`src/rtl/alu_mc_if.sv`:
```
// -----------------------------------------------------------------------------
// alu_mc_if
//   Request/response bundle between the execute stage and the multi-cycle ALU.
//   master : issues requests (in_valid/op/operands/flags) and consumes results
//   slave  : the ALU; accepts requests with in_ready, presents results with
//            out_valid until out_ready
// Signals
//   in_valid, in_ready            request handshake
//   op[3:0], a_i, b_i, flags_i    operation, operands, current {N,Z,C,V}
//   out_valid, out_ready          result handshake
//   result, result_hi             low/high result words
//   flags_o[3:0], div_by_zero     result flags {N,Z,C,V}, divide-by-zero
// -----------------------------------------------------------------------------
interface alu_mc_if #(
   parameter int DATA_W = 16
);
   logic              in_valid;
   logic              in_ready;
   logic [3:0]        op;
   logic [DATA_W-1:0] a_i;
   logic [DATA_W-1:0] b_i;
   logic [3:0]        flags_i;
   logic              out_valid;
   logic              out_ready;
   logic [DATA_W-1:0] result;
   logic [DATA_W-1:0] result_hi;
   logic [3:0]        flags_o;
   logic              div_by_zero;

   modport master (
      output in_valid, op, a_i, b_i, flags_i, out_ready,
      input  in_ready, out_valid, result, result_hi, flags_o, div_by_zero
   );

   modport slave (
      input  in_valid, op, a_i, b_i, flags_i, out_ready,
      output in_ready, out_valid, result, result_hi, flags_o, div_by_zero
   );
endinterface

```
`src/rtl/alu_mc.sv`:
```
// -----------------------------------------------------------------------------
// alu_mc
//   Multi-cycle ALU for the execute stage. Add/sub with carry, logic ops and
//   shifts finish one cycle after accept; unsigned MUL (shift-add) and DIVU
//   (restoring) iterate DATA_W cycles. All results leave through one
//   registered port held until the consumer takes it.
// Ports
//   clk    : clock, rising edge
//   rst_n  : asynchronous reset, active low
//   bus    : alu_mc_if.slave (request/response handshakes, operands, results)
// -----------------------------------------------------------------------------
module alu_mc #(
   parameter int DATA_W = 16,
   parameter int CNT_W  = $clog2(DATA_W)
) (
   input  logic    clk,
   input  logic    rst_n,
   alu_mc_if.slave bus
);

   localparam logic [3:0] OP_ADD  = 4'd0;
   localparam logic [3:0] OP_ADDC = 4'd1;
   localparam logic [3:0] OP_SUB  = 4'd2;
   localparam logic [3:0] OP_SUBC = 4'd3;
   localparam logic [3:0] OP_NAND = 4'd4;
   localparam logic [3:0] OP_NOR  = 4'd5;
   localparam logic [3:0] OP_XOR  = 4'd6;
   localparam logic [3:0] OP_XNOR = 4'd7;
   localparam logic [3:0] OP_SHL  = 4'd8;
   localparam logic [3:0] OP_SHR  = 4'd9;
   localparam logic [3:0] OP_SRA  = 4'd10;
   localparam logic [3:0] OP_MUL  = 4'd11;
   localparam logic [3:0] OP_DIVU = 4'd12;

   typedef enum logic [1:0] {
      ST_IDLE = 2'd0,
      ST_CALC = 2'd1,
      ST_DONE = 2'd2
   } state_t;

   // {N, Z} of a result word
   function automatic logic [1:0] f_nz(input logic [DATA_W-1:0] v);
      return {v[DATA_W-1], (v == {DATA_W{1'b0}})};
   endfunction

   state_t            r_state;
   logic              r_in_ready;
   logic              r_out_valid;
   logic [DATA_W-1:0] r_result;
   logic [DATA_W-1:0] r_result_hi;
   logic [3:0]        r_flags;
   logic              r_dbz;
   logic [CNT_W-1:0]  r_cnt;
   logic              r_is_div;
   // r_opa: multiplicand (MUL) or divisor (DIVU)
   // r_hi : partial product high half (MUL) or partial remainder (DIVU)
   // r_lo : multiplier shifting out (MUL) or dividend -> quotient (DIVU)
   logic [DATA_W-1:0] r_opa;
   logic [DATA_W-1:0] r_hi;
   logic [DATA_W-1:0] r_lo;

   logic                w_cin;
   logic [DATA_W:0]     w_add;
   logic [DATA_W:0]     w_sub;
   logic                w_add_v;
   logic                w_sub_v;
   logic [CNT_W-1:0]    w_amt;
   logic [2*DATA_W-1:0] w_shl_full;
   logic [2*DATA_W-1:0] w_shr_full;
   logic [2*DATA_W-1:0] w_sra_full;
   logic                w_start_iter;
   logic [DATA_W-1:0]   w_res;
   logic [DATA_W-1:0]   w_res_hi;
   logic [3:0]          w_flags;
   logic                w_dbz;
   logic [DATA_W:0]     w_mul_sum;
   logic [DATA_W:0]     w_div_shift;
   logic [DATA_W:0]     w_div_diff;
   logic [DATA_W-1:0]   w_nxt_hi;
   logic [DATA_W-1:0]   w_nxt_lo;
   logic                w_hi_nz;
   logic [3:0]          w_it_flags;

   assign w_cin = ((bus.op == OP_ADDC) || (bus.op == OP_SUBC)) ? bus.flags_i[1] : 1'b0;
   assign w_add = {1'b0, bus.a_i} + {1'b0, bus.b_i} + {{DATA_W{1'b0}}, w_cin};
   // bit DATA_W of the difference is the borrow out
   assign w_sub = {1'b0, bus.a_i} - {1'b0, bus.b_i} - {{DATA_W{1'b0}}, w_cin};
   assign w_add_v = (bus.a_i[DATA_W-1] == bus.b_i[DATA_W-1]) &&
                    (w_add[DATA_W-1] != bus.a_i[DATA_W-1]);
   assign w_sub_v = (bus.a_i[DATA_W-1] != bus.b_i[DATA_W-1]) &&
                    (w_sub[DATA_W-1] != bus.a_i[DATA_W-1]);

   // Shifting through a double-width word leaves the last bit shifted out at a
   // fixed position (bit DATA_W for SHL, bit DATA_W-1 for right shifts); with
   // amount 0 that position holds zero, so C needs no special case.
   assign w_amt      = bus.b_i[CNT_W-1:0];
   assign w_shl_full = {{DATA_W{1'b0}}, bus.a_i} << w_amt;
   assign w_shr_full = {bus.a_i, {DATA_W{1'b0}}} >> w_amt;
   assign w_sra_full = $signed({bus.a_i, {DATA_W{1'b0}}}) >>> w_amt;

   assign w_start_iter = (bus.op == OP_MUL) ||
                         ((bus.op == OP_DIVU) && (bus.b_i != {DATA_W{1'b0}}));

   // Single-cycle result and flags for the op presented at the input
   always_comb begin
      w_res    = bus.a_i;
      w_res_hi = {DATA_W{1'b0}};
      w_flags  = bus.flags_i;
      w_dbz    = 1'b0;
      case (bus.op)
         OP_ADD, OP_ADDC: begin
            w_res   = w_add[DATA_W-1:0];
            w_flags = {f_nz(w_add[DATA_W-1:0]), w_add[DATA_W], w_add_v};
         end
         OP_SUB, OP_SUBC: begin
            w_res   = w_sub[DATA_W-1:0];
            w_flags = {f_nz(w_sub[DATA_W-1:0]), w_sub[DATA_W], w_sub_v};
         end
         OP_NAND: begin
            w_res   = ~(bus.a_i & bus.b_i);
            w_flags = {f_nz(~(bus.a_i & bus.b_i)), 2'b00};
         end
         OP_NOR: begin
            w_res   = ~(bus.a_i | bus.b_i);
            w_flags = {f_nz(~(bus.a_i | bus.b_i)), 2'b00};
         end
         OP_XOR: begin
            w_res   = bus.a_i ^ bus.b_i;
            w_flags = {f_nz(bus.a_i ^ bus.b_i), 2'b00};
         end
         OP_XNOR: begin
            w_res   = ~(bus.a_i ^ bus.b_i);
            w_flags = {f_nz(~(bus.a_i ^ bus.b_i)), 2'b00};
         end
         OP_SHL: begin
            w_res   = w_shl_full[DATA_W-1:0];
            w_flags = {f_nz(w_shl_full[DATA_W-1:0]), w_shl_full[DATA_W], 1'b0};
         end
         OP_SHR: begin
            w_res   = w_shr_full[2*DATA_W-1:DATA_W];
            w_flags = {f_nz(w_shr_full[2*DATA_W-1:DATA_W]), w_shr_full[DATA_W-1], 1'b0};
         end
         OP_SRA: begin
            w_res   = w_sra_full[2*DATA_W-1:DATA_W];
            w_flags = {f_nz(w_sra_full[2*DATA_W-1:DATA_W]), w_sra_full[DATA_W-1], 1'b0};
         end
         OP_DIVU: begin
            // only reaches the output when b_i == 0 (otherwise iterates)
            w_res    = {DATA_W{1'b1}};
            w_res_hi = bus.a_i;
            w_dbz    = 1'b1;
            w_flags  = 4'b1001;
         end
         default: begin
            w_res    = bus.a_i;
            w_res_hi = {DATA_W{1'b0}};
            w_flags  = bus.flags_i;
            w_dbz    = 1'b0;
         end
      endcase
   end

   assign w_mul_sum   = {1'b0, r_hi} + (r_lo[0] ? {1'b0, r_opa} : {(DATA_W+1){1'b0}});
   assign w_div_shift = {r_hi, r_lo[DATA_W-1]};
   assign w_div_diff  = w_div_shift - {1'b0, r_opa};

   // One shift-add or restoring-divide step
   always_comb begin
      if (r_is_div) begin
         if (w_div_diff[DATA_W]) begin
            // trial subtraction went negative: keep the shifted remainder
            w_nxt_hi = w_div_shift[DATA_W-1:0];
            w_nxt_lo = {r_lo[DATA_W-2:0], 1'b0};
         end else begin
            w_nxt_hi = w_div_diff[DATA_W-1:0];
            w_nxt_lo = {r_lo[DATA_W-2:0], 1'b1};
         end
      end else begin
         w_nxt_hi = w_mul_sum[DATA_W:1];
         w_nxt_lo = {w_mul_sum[0], r_lo[DATA_W-1:1]};
      end
   end

   assign w_hi_nz    = (w_nxt_hi != {DATA_W{1'b0}});
   assign w_it_flags = r_is_div ? {f_nz(w_nxt_lo), 2'b00}
                                : {f_nz(w_nxt_lo), w_hi_nz, w_hi_nz};

   // Control FSM with registered handshake and result outputs
   always_ff @(posedge clk or negedge rst_n) begin
      if (!rst_n) begin
         r_state     <= ST_IDLE;
         r_in_ready  <= 1'b1;
         r_out_valid <= 1'b0;
         r_result    <= {DATA_W{1'b0}};
         r_result_hi <= {DATA_W{1'b0}};
         r_flags     <= 4'b0000;
         r_dbz       <= 1'b0;
         r_cnt       <= {CNT_W{1'b0}};
         r_is_div    <= 1'b0;
         r_opa       <= {DATA_W{1'b0}};
         r_hi        <= {DATA_W{1'b0}};
         r_lo        <= {DATA_W{1'b0}};
      end else begin
         case (r_state)
            ST_IDLE: begin
               if (bus.in_valid) begin
                  r_in_ready <= 1'b0;
                  if (w_start_iter) begin
                     r_state  <= ST_CALC;
                     r_cnt    <= CNT_W'(DATA_W - 1);
                     r_is_div <= (bus.op == OP_DIVU);
                     r_opa    <= (bus.op == OP_DIVU) ? bus.b_i : bus.a_i;
                     r_lo     <= (bus.op == OP_DIVU) ? bus.a_i : bus.b_i;
                     r_hi     <= {DATA_W{1'b0}};
                  end else begin
                     r_state     <= ST_DONE;
                     r_out_valid <= 1'b1;
                     r_result    <= w_res;
                     r_result_hi <= w_res_hi;
                     r_flags     <= w_flags;
                     r_dbz       <= w_dbz;
                  end
               end
            end
            ST_CALC: begin
               r_hi <= w_nxt_hi;
               r_lo <= w_nxt_lo;
               if (r_cnt == {CNT_W{1'b0}}) begin
                  r_state     <= ST_DONE;
                  r_out_valid <= 1'b1;
                  r_result    <= w_nxt_lo;
                  r_result_hi <= w_nxt_hi;
                  r_flags     <= w_it_flags;
                  r_dbz       <= 1'b0;
               end else begin
                  r_cnt <= r_cnt - CNT_W'(1);
               end
            end
            ST_DONE: begin
               if (bus.out_ready) begin
                  r_state     <= ST_IDLE;
                  r_out_valid <= 1'b0;
                  r_in_ready  <= 1'b1;
               end
            end
            default: begin
               r_state     <= ST_IDLE;
               r_out_valid <= 1'b0;
               r_in_ready  <= 1'b1;
            end
         endcase
      end
   end

   assign bus.in_ready    = r_in_ready;
   assign bus.out_valid   = r_out_valid;
   assign bus.result      = r_result;
   assign bus.result_hi   = r_result_hi;
   assign bus.flags_o     = r_flags;
   assign bus.div_by_zero = r_dbz;

endmodule

```
`src/flat_wrapper.sv`:
```
// flat-port wrapper written by rule: the top's interface ports become plain ports
module alu_mc_flat 
#(
   parameter int DATA_W = 16,
   parameter int CNT_W  = $clog2(DATA_W)
)
  (clk, rst_n, bus_in_valid, bus_op, bus_a_i, bus_b_i, bus_flags_i, bus_out_ready, bus_in_ready, bus_out_valid, bus_result, bus_result_hi, bus_flags_o, bus_div_by_zero);
  alu_mc_if #(.DATA_W(DATA_W)) bus_i ();
  input  logic clk;
  input  logic rst_n;
  input wire logic [$bits(bus_i.in_valid)-1:0] bus_in_valid;
  input wire logic [$bits(bus_i.op)-1:0] bus_op;
  input wire logic [$bits(bus_i.a_i)-1:0] bus_a_i;
  input wire logic [$bits(bus_i.b_i)-1:0] bus_b_i;
  input wire logic [$bits(bus_i.flags_i)-1:0] bus_flags_i;
  input wire logic [$bits(bus_i.out_ready)-1:0] bus_out_ready;
  output wire logic [$bits(bus_i.in_ready)-1:0] bus_in_ready;
  output wire logic [$bits(bus_i.out_valid)-1:0] bus_out_valid;
  output wire logic [$bits(bus_i.result)-1:0] bus_result;
  output wire logic [$bits(bus_i.result_hi)-1:0] bus_result_hi;
  output wire logic [$bits(bus_i.flags_o)-1:0] bus_flags_o;
  output wire logic [$bits(bus_i.div_by_zero)-1:0] bus_div_by_zero;
  assign bus_i.in_valid = bus_in_valid;
  assign bus_i.op = bus_op;
  assign bus_i.a_i = bus_a_i;
  assign bus_i.b_i = bus_b_i;
  assign bus_i.flags_i = bus_flags_i;
  assign bus_i.out_ready = bus_out_ready;
  assign bus_in_ready = bus_i.in_ready;
  assign bus_out_valid = bus_i.out_valid;
  assign bus_result = bus_i.result;
  assign bus_result_hi = bus_i.result_hi;
  assign bus_flags_o = bus_i.flags_o;
  assign bus_div_by_zero = bus_i.div_by_zero;
  alu_mc #(.DATA_W(DATA_W), .CNT_W(CNT_W)) u_core (.clk(clk), .rst_n(rst_n), .bus(bus_i));
endmodule
```
`config.mk`:
```
export PLATFORM = sky130hd
export DESIGN_NAME = alu_mc_flat
export DESIGN_NICKNAME = d
export VERILOG_FILES = /design/src/rtl/alu_mc_if.sv /design/src/rtl/alu_mc.sv /design/src/flat_wrapper.sv
export SDC_FILE = /design/constraint.sdc
export NUM_CORES = 1
export LEC_CHECK = 0
export CAP_MARGIN = 15
export CORE_MARGIN = 4
export CORE_UTILIZATION = 50
export DETAILED_ROUTE_END_ITERATION = 8
export GPL_ROUTABILITY_DRIVEN = 0
export GPL_TIMING_DRIVEN = 0
export PLACE_DENSITY = 0.7
export SYNTH_ARGS = -nofsm -noshare
export SYNTH_HDL_FRONTEND = slang
export SYNTH_SLANG_ARGS = --single-unit
```
`constraint.sdc`:
```
create_clock -name clk -period 6.8 [get_ports clk]
set_input_delay 0.68 -clock clk [delete_from_list [all_inputs] [get_ports clk]]
set_output_delay 0.68 -clock clk [all_outputs]
set_load 0.01 [all_outputs]
```
-- Word level (Yosys, flattened, before mapping)
Cells that the tools add are included.
- register bits after elaboration: 94
- word-level logic and storage cells: 135
- $add $sub $neg: 7
- eq/ne operators: 24
- shift-type cells: 3
- mux-type cells: 52
- bitwise logic cells: 7
- reductions and logical operators: 30
- operator list (kind ; count):
    2-to-1 mux 16 bit ; 17
    zero test 16 bit ; 10
    one-hot mux 16 bit (10 select lines) ; 1
    one-hot mux 16 bit (2 select lines) ; 4
    NOT 16 bit ; 3
    one-hot mux 4 bit (10 select lines) ; 1
    nonzero test 16 bit ; 2
    >> shifter 32 x 4 -> 32 bit ; 1
    >>> shifter 32 x 4 -> 32 bit ; 1
    2-to-1 mux 4 bit ; 6
    == test 4 bit (second input constant) ; 5
    adder 16 x 16 -> 17 bit ; 1
    adder 16 x 17 -> 17 bit ; 1
    adder 17 x 1 -> 17 bit ; 1
    << shifter 16 x 4 -> 17 bit ; 1
    subtractor 16 x 16 -> 17 bit ; 1
    subtractor 17 x 1 -> 17 bit ; 1
    subtractor 17 x 16 -> 17 bit ; 1
    bitwise AND 16 bit ; 1
    == test 4 x 3 -> 1 bit (second input constant) ; 4
    bitwise OR 16 bit ; 1
    one-hot mux 4 bit (2 select lines) ; 2
    XOR 16 bit ; 1
    2-to-1 mux 1 bit ; 12
    other kinds (22) ; 44

-- Depth between registers and ports, before layout
Gate-level depths: netlist of the first run.
- word-level depth: 10
- depth in mapped cells: 21
- mapped depth without buffers: 18

-- Worst setup path after synthesis of the first run
Ideal clock, no wire load.
- path kind: input to register
- from: input port bus_op[0]
- to: register u_core.r_flags[1], in the netlist u_core.bus.flags_o[1]
- arrival: 4.876 ns
- required time: 6.720 ns
- slack: 1.845 ns
- cell stages on the path: 20
- buffers on the path: 4
- path through: clkbuf_1 -> clkbuf_1 -> clkbuf_1 -> buf_1 -> nand3_1 -> inv_1 -> fa_1 -> ha_1 -> or2_2 -> fa_1 -> o21ai_0 -> a211oi_1 -> a31oi_1 -> o21ai_0 -> a31oi_1 -> o21ai_0 -> xor2_1 -> o21ai_0 -> o211ai_1 -> a2bb2oi_1
- longest elaborated chain between the ends: 8
- RTL lines (item ; RTL line ; RTL):
    start: declaration ; flat_wrapper.sv:12 ; input wire logic [$bits(bus_i.op)-1:0] bus_op;
    == test 4 x 1 -> 1 bit / == test 4 x 2 -> 1 bit (equally long branches) ; alu_mc.sv:84, alu_mc.sv:110 ;
    logical OR 1 bit ; alu_mc.sv:84 ; assign w_cin = ((bus.op == OP_ADDC) || (bus.op == OP_SUBC)) ? bus.flags_i[1] : 1'b0;
    2-to-1 mux 1 bit ; alu_mc.sv:84 ;
    subtractor 17 x 1 -> 17 bit / adder 17 x 1 -> 17 bit (equally long branches) ; alu_mc.sv:87, alu_mc.sv:85 ;
    one-hot mux 4 bit (10 select lines) ; alu_mc.sv:110 ; case (bus.op)
    2-to-1 mux 4 bit ; alu_mc.sv:208 ; if (w_start_iter) begin
    2-to-1 mux 4 bit ; alu_mc.sv:206 ; if (bus.in_valid) begin
    one-hot mux 4 bit (2 select lines) ; alu_mc.sv:204 ; case (r_state)
    end signal: assignment ; alu_mc.sv:220 ; r_flags <= w_flags;
    end signal: assignment ; alu_mc.sv:233 ; r_flags <= w_it_flags;
    end: declaration ; alu_mc.sv:51 ; logic [3:0] r_flags;
Several ways; a longest one is shown, not always the timed one. The select of a mux whose other input is x is not followed.
A chain may end at the register's enable or synchronous reset.

-- Worst setup path after layout of the first run
- from: input port bus_op[0]
- to: register u_core.r_result[14], in the netlist u_core.bus.result[14]
- longest elaborated chain between the ends: 8
- RTL lines (item ; RTL line ; RTL):
    == test 4 x 1 -> 1 bit / == test 4 x 2 -> 1 bit (equally long branches) ; alu_mc.sv:84, alu_mc.sv:110 ;
    logical OR 1 bit ; alu_mc.sv:84 ;
    2-to-1 mux 1 bit ; alu_mc.sv:84 ;
    subtractor 17 x 1 -> 17 bit / adder 17 x 1 -> 17 bit (equally long branches) ; alu_mc.sv:87, alu_mc.sv:85 ;
    one-hot mux 16 bit (10 select lines) ; alu_mc.sv:110 ;
    2-to-1 mux 16 bit ; alu_mc.sv:208 ;
    2-to-1 mux 16 bit ; alu_mc.sv:206 ;
    one-hot mux 16 bit (2 select lines) ; alu_mc.sv:204 ;
    end signal: assignment ; alu_mc.sv:194 ; r_result <= {DATA_W{1'b0}};
    end signal: assignment ; alu_mc.sv:218 ; r_result <= w_res;
    end signal: assignment ; alu_mc.sv:231 ; r_result <= w_nxt_lo;
    end: declaration ; alu_mc.sv:49 ; logic [DATA_W-1:0] r_result;
Several ways; a longest one is shown, not always the timed one. The select of a mux whose other input is x is not followed.

==> results of run 1 <==
-- cell usage in the layout, fill, tap and decap left out, types with 6 or more instances in the layout --
| master | n |
|---|---|
| clkbuf_16 | 9 |
| o21bai_1 | 9 |
| dfrtp_1 | 93 |
| nor4_1 | 15 |
| xnor2_1 | 28 |
| a21oi_1 | 139 |
| ha_1 | 96 |
| and2_1 | 24 |
| o21a_1 | 11 |
| a31oi_1 | 29 |
| nor2_1 | 145 |
| mux2i_1 | 37 |
| o22ai_1 | 9 |
| nor3_1 | 33 |
| buf_1 | 13 |
| o211ai_1 | 16 |
| nand2_1 | 197 |
| a211o_1 | 6 |
| nand4_1 | 18 |
| a22oi_1 | 12 |
| a211oi_1 | 34 |
| xor2_1 | 25 |
| a22o_1 | 15 |
| and3_1 | 12 |
| fa_1 | 6 |
| mux4_2 | 18 |
| a311oi_1 | 7 |
| nand3_1 | 18 |
| inv_1 | 82 |
| nand2b_1 | 12 |
| or4_1 | 7 |
| a21o_1 | 27 |
| nor2b_1 | 14 |
| or2_2 | 9 |
| o21ai_0 | 152 |
| a221oi_1 | 16 |
| clkdlybuf4s50_1 | 80 |
| clkbuf_1 | 95 |
-- cell families (layout without fill, tap and decap cells) --
group,count (synthesis),in the layout,synth area share
multiplexers,60,60,0.07154
XOR/XNOR,53,53,0.03973
AO/OA/AOI/OAI,547,547,0.3004
flip-flops,94,94,0.2014
adder cells (fa/ha/maj),103,103,0.1139
AND/OR/NAND/NOR,525,525,0.2067
buffers and inverters,199,298,0.06629
-- registers in the layout (all words and copies together), names as in the netlist, 2 cells and up --
| signal | cells |
|---|---|
| u_core.bus.flags_o | 4 |
| u_core.bus.result | 16 |
| u_core.r_opa | 16 |
| u_core.bus.result_hi | 16 |
| u_core.r_cnt | 4 |
| u_core.r_state | 2 |
| u_core.r_hi | 16 |
| u_core.r_lo | 16 |
-- critical path: stages --
cell	delay [ps]
clkbuf_1	350
clkbuf_1	450
clkbuf_1	460
buf_1	470
nand3_1	230
inv_1	120
fa_1	460
ha_1	230
or2_2	310
fa_1	450
o21ai_0	280
a211oi_1	200
a31oi_1	190
o21ai_0	240
a31oi_1	360
xnor2_1	170
a221oi_1	290
a21oi_1	100
a21oi_1	220
o21ai_0	90
-- power groups by stage --
stage	sequential [uW]	combinational, uW	clock, uW
floorplan	975	1900	0
global placement	1010	2730	0
detailed placement	1020	2770	0
CTS	1010	2790	511
global route	1040	3110	533
finish	1020	2880	515
-- worst max-delay path by stage --
stage / from / endpoint / slack, ps / cells after the start
global placement: bus_op[0] / u_core.bus.result[14] / 640 / 20
finish: bus_op[0] / u_core.bus.result[14] / 640 / 20
floorplan: bus_op[0] / u_core.bus.flags_o[1] / 1840 / 20
CTS: bus_op[0] / u_core.bus.result[14] / 870 / 20
detailed placement: bus_op[0] / u_core.bus.result[14] / 530 / 20
global route: bus_op[0] / u_core.bus.result[14] / 270 / 20
-- area by class of cell --
type | instances | area share
buffer | 114 | 0.03448
clock buffer | 10 | 0.01734
clock inverter | 5 | 0.004547
inverter | 85 | 0.02416
multi-input combinational | 1288 | 0.6478
sequential | 94 | 0.1782
tap | 313 | 0.02965
timing repair buffer | 84 | 0.06385
-- through the flow --
stage          hold WS [ps]  std cells
4_1_cts               437.6       1993
2_1_floorplan         384.4       1581
6_report              403.6       1993
3_5_place_dp          469.9       1978
5_1_grt               470.8       1993
3_3_place_gp          462.7       1975
-- layer usage --
layer | track usage | share of wire | vias up
met5 | 0 | 0.00016 | -
met4 | 0.2074 | 0.077 | 2
met3 | 0.1139 | 0.14 | 278
met2 | 0.5376 | 0.41 | 1034
met1 | 0.4701 | 0.38 | 6333
li1 | - | - | 5954
==> flow_summary.json, run 1 <==
{
  "status": "completed",
  "synth_area_per_cell_um2": 7.390,
  "drtPass1Iterations": 6,
  "wl_per_cell_um": 24.53,
  "worstMarginPinSlew_ps": 1217,
  "arrival_ps": 6370,
  "nFillCells": 2220,
  "num_vias": 13601,
  "ys_async_sr_fraction": 1.000,
  "fin_nets": 1822,
  "switching_share": 0.4969,
  "cp-end-kind": "flop",
  "io_buffers": 81,
  "grt_setup_unrepaired": "false",
  "p_int_uw": 2220,
  "synth_seq_cells": 94,
  "dieArea_um2": 25880,
  "rrSetupSlack_ps": 1980,
  "synthTopCellsByArea": "dfrtp_1, ha_1, o21ai_0",
  "yosysTopAreaCell": "dfrtp_1",
  "post-synth-top-count-cell": "nand2_1",
  "multi_input_area_um2": 8556,
  "seq_power_share": 0.231,
  "leakage_uw": 0.005551,
  "synth_top_area_frac": 0.1992,
  "reg2reg_to": "u_core.bus.flags_o[2]",
  "maxCapViolations": 0,
  "final_core_util": 0.5781,
  "min_period_over_period": 0.9053,
  "placedInstanceArea_um2": 12920,
  "post_cts_resized": 0,
  "rr_worst_depth": 14,
  "synth_edf_count": 0,
  "cp.required_ps": 7010,
  "clockPowerShare": 0.117,
  "syn-instance-count": 1581,
  "wirelength_um": 48890,
  "hpwl_um": 37530,
  "drc_errors": 0,
  "diodes": 0,
  "switchingPower_uw": 2193,
  "start_util": 0.5114,
  "regArea_um2": 2354,
  "fp.dieH_um": 160.9,
  "critPathKind": "in2reg",
  "grt_pass1_wl_um": 74620,
  "ir_worst_vdd_mv": 0.1753,
  "grt_remaining_overflow": 0,
  "syn_nets": 1727,
  "hold_path.class": "in2async",
  "area_growth_syn_to_layout_pct": 13.04,
  "ys_warn_count": 0,
  "hold_violations": 0,
  "die_w_um": 160.9,
  "grt_pass1_vias": 12818,
  "antenna_found_initial": 1,
  "drive_gt1_frac": 0.04345,
  "syn_area_um2": 11680,
  "vias_per_cell": 6.824,
  "clk_latency_ps": 350,
  "timing.fmax_mhz": 162.4,
  "core_um2": 22850,
  "critical_path.startpoint_type": "input port",
  "power_frac_comb": 0.653,
  "regToRegStartpoint": "u_core.r_lo[15]",
  "io_pins": 83,
  "fin_crit_ps": 6156,
  "clock-sinks": 94,
  "grt_max_degree": 58,
  "clock_skew_ps": 8.267,
  "slew_viol_final": 0,
  "cts_tree": "yes",
  "finalSetupTns_ps": 0,
  "drt_iter0_markers": 2083,
  "ys_types": 82,
  "root_buffer": "clkbuf_16",
  "post-cts-setup-buffers": 0,
  "p_total_uw": 4412,
  "cts_buffers": 9,
  "relSlewSlack": 0.1884,
  "grtUsageTotal": 0.3637,
  "cts_buffer_depth": 2,
  "ys_seq_area_frac": 0.2014,
  "finalSetupViolations": 0,
  "path_max_fanout": 10,
  "ys.flop_type": "dfrtp_1",
  "synth_common_cells": "nand2_1, o21ai_0, nor2_1",
  "p_per_area_nw_per_um2": 334.1,
  "cts-hold-fix-buffers": 0,
  "fin_ws_ps": 644.1,
  "antenna_left": 0,
  "htreeDepth": 3,
  "pre_cts_slack_ps": 529.3,
  "fin_area_um2": 13210,
  "clkTransAtPathRegs_ps": 70,
  "rows": 55
}
Note: power is estimated with default switching activity, not from simulation.
==> run 2, diff against run 1 <==
--- a/config.mk
+++ b/config.mk
@@ -5,13 +5,13 @@
 export SDC_FILE = /design/constraint.sdc
 export NUM_CORES = 1
 export LEC_CHECK = 0
+export ABC_AREA = 1
 export CAP_MARGIN = 15
 export CORE_MARGIN = 4
 export CORE_UTILIZATION = 50
 export DETAILED_ROUTE_END_ITERATION = 8
 export GPL_ROUTABILITY_DRIVEN = 0
-export GPL_TIMING_DRIVEN = 0
-export PLACE_DENSITY = 0.7
+export PLACE_DENSITY = 0.69
 export SYNTH_ARGS = -nofsm -noshare
 export SYNTH_HDL_FRONTEND = slang
 export SYNTH_SLANG_ARGS = --single-unit
==> run 2 against run 1 <==
  * First-iteration DRC count increased by 0.24%
  * Global-route usage about the same
  * Sequential cell count unchanged
  * Non-clock buffer count decreased by 102
  * Sequential power increased by 9%
  * Synthesized area increased by 4.0%
  * Via count increased by 8.5%
  * Clock-buffer cell count decreased by 1
  * Final area increased by 1.8%
  * Largest power group unchanged
==> flow_summary.json, run 2 <==
{
  "htreeDepth": 3,
  "slowest_stage": "clkdlybuf4s50_1",
  "syn_nets": 2195,
  "grt_pass1_wl_um": 75640,
  "drtPass1Iterations": 9,
  "finalSetupTns_ps": 0,
  "grt_setup_unrepaired": "false",
  "clock_skew_ps": 14.97,
  "synth_top_area_frac": 0.1915,
  "status": "completed",
  "slew_viol_final": 0,
  "cts_buffers": 9,
  "fin_nets": 2234,
  "clkTransAtPathRegs_ps": 80,
  "vias_per_cell": 6.119,
  "rr_worst_depth": 11,
  "drive_gt1_frac": 0.03870,
  "rrSetupSlack_ps": 3020,
  "yosysTopAreaCell": "dfrtp_1",
  "clock-sinks": 94,
  "ir_worst_vdd_mv": 0.1892,
  "reg2reg_to": "u_core.bus.flags_o[2]",
  "rows": 56,
  "grt_pass1_vias": 13666,
  "ys_warn_count": 0,
  "root_buffer": "clkbuf_16",
  "dr_wl_met3_um": 5431,
  "post_cts_resized": 0,
  "area_growth_syn_to_layout_pct": 10.60,
  "critical_path.startpoint_type": "input port",
  "leakage_uw": 0.006836,
  "critPathKind": "in2reg",
  "start_util": 0.5132,
  "antenna_found_initial": 0,
  "maxCapViolations": 0,
  "cp_num_buf_inv": 4,
  "ys_seq_area_frac": 0.1936,
  "io_buffers": 82,
  "synth_common_cells": "nand2_1, inv_1, nor2_1",
  "path_common_cell": "nand2_1",
  "ys_types": 59,
  "synth_seq_cells": 94,
  "wl_met1_um": 18530,
  "synthTopCellsByArea": "dfrtp_1, nand2_1, ha_1",
  "wl_per_cell_um": 20.67,
  "nFillCells": 2485,
  "critPathCapture": "u_core.bus.flags_o[2]",
  "cts_tree": "yes",
  "path_max_fanout": 21,
  "grt_max_degree": 59,
  "worstMarginPinSlew_ps": 1124,
  "min_period_over_period": 0.6465,
  "post-cts-setup-buffers": 0,
  "io_pins": 83,
  "wl_met2_um": 21890,
  "ys.flop_type": "dfrtp_1",
  "wirelength_um": 49850,
  "core_um2": 23680,
  "hpwl_um": 39590,
  "finalSetupViolations": 0,
  "syn-instance-count": 2049,
  "crit_chain": "clkdlybuf4s50_1, buf_4, inv_2, fa_1, fa_1, inv_1, nand2_1, nand2_1, nand2_1, nand3b_1, nand2_1, xor2_1, nand2_1, nor2_1, nand3_1, nor2_1, nor2_1, nand3_1, nand2_1, a21oi_1",
  "mostFrequentLayoutCells": "nand2_1, inv_1, nor2_1",
  "die_w_um": 163.9,
  "ys_async_sr_fraction": 1.000,
  "fp.dieH_um": 163.9,
  "grtUsageTotal": 0.3633,
  "timing.fmax_mhz": 227.5,
  "startpoint": "bus_b_i[0]",
  "hold_path.class": "in2async",
  "hold_violations": 0,
  "final_core_util": 0.5676,
  "cts_buffer_depth": 2,
  "fin_crit_ps": 4396,
  "clk_latency_ps": 360,
  "arrival_ps": 4680,
  "path_depth": 20,
  "drc_errors": 0,
  "p_per_area_nw_per_um2": 400.5,
  "antenna_left": 0,
  "num_vias": 14758,
  "top_layer_used": "met4",
  "diodes": 0,
  "crit_family": "buffers and inverters",
  "relSlewSlack": 0.2462,
  "dieArea_um2": 26870,
  "cp.required_ps": 7080,
  "cts-hold-fix-buffers": 0,
  "synth_edf_count": 0,
  "syn_area_um2": 12150,
  "drt_iter0_markers": 2088,
  "regToRegStartpoint": "u_core.r_state[1]",
  "final_common_cell": "nand2_1",
  "max_stage_delay_ps": 800,
  "cp-end-kind": "flop",
  "post-synth-top-count-cell": "nand2_1",
  "grt_remaining_overflow": 0,
  "synth_area_per_cell_um2": 5.932
}
## run 2: changes by cell type in the layout (fill, tap and decap cells not counted), sizes merged, moves of 34 or more
cell,change
mux2i,-34
nand2,+420
clkbuf,-95
o21ai,-47
inv,+187
nand3,+174
a211oi,-35
nor2,+86
## run 2: kinds of logic (layout without fill, tap and decap cells)
logic type	Yosys count	count (layout)	synth area share
multiplexers	3	3	0.002471
buffers and inverters	341	385	0.1110
AND/OR/NAND/NOR	1134	1134	0.3971
adder cells (fa/ha/maj)	102	102	0.1087
XOR/XNOR	14	14	0.01009
AO/OA/AOI/OAI	361	361	0.1771
flip-flops	94	94	0.1936
## run 2: through the flow
step	instances	power, uW	setup slack [ps]	instance area, um^2	hold slack (ps)
finish	2412	5384	2404	13440	291.9
global route	2412	5845	2082	13440	319.8
CTS	2411	5301	2517	13440	310.5
detailed placement	2395	4782	2161	13150	476.6
global placement	2395	4727	2241	13150	471.6
floorplan	2049	3660	3397	12150	384.4
## run 2: report_power, final
part	switching (uW)	leakage, uW	total [uW]	internal [uW]
Clock	252	0.000145	510	258
Combinational	2440	0.00558	3760	1320
Sequential	264	0.00111	1110	851
## run 2: how the worst min path moves through the flow
stage / slack, ps / depth (start not counted) / from / endpoint
finish: 290 / 1 / rst_n / u_core.r_hi[9]
global route: 320 / 1 / rst_n / u_core.r_opa[14]
CTS: 310 / 1 / rst_n / u_core.r_hi[9]
detailed placement: 480 / 2 / u_core.bus.in_ready / u_core.bus.in_ready
global placement: 470 / 2 / u_core.bus.in_ready / u_core.bus.in_ready
floorplan: 380 / 0 / rst_n / u_core.bus.div_by_zero
## run 2: layer usage
layer	global-route usage	vias to the layer above
met5	0	-
met4	0.2352	0
met3	0.06349	241
met2	0.5810	1020
met1	0.4516	6650
li1	-	6847
## run 2: area by class of cell
cell class	instances	area (um^2)	share of cell area
sequential	94	2354	0.1751
clock inverter	7	62.56	0.004654
tap	319	399.1	0.02969
multi-input combinational	1614	8454	0.6289
timing repair buffer	96	923.4	0.06869
clock buffer	9	225.2	0.01675
inverter	273	1025	0.07623
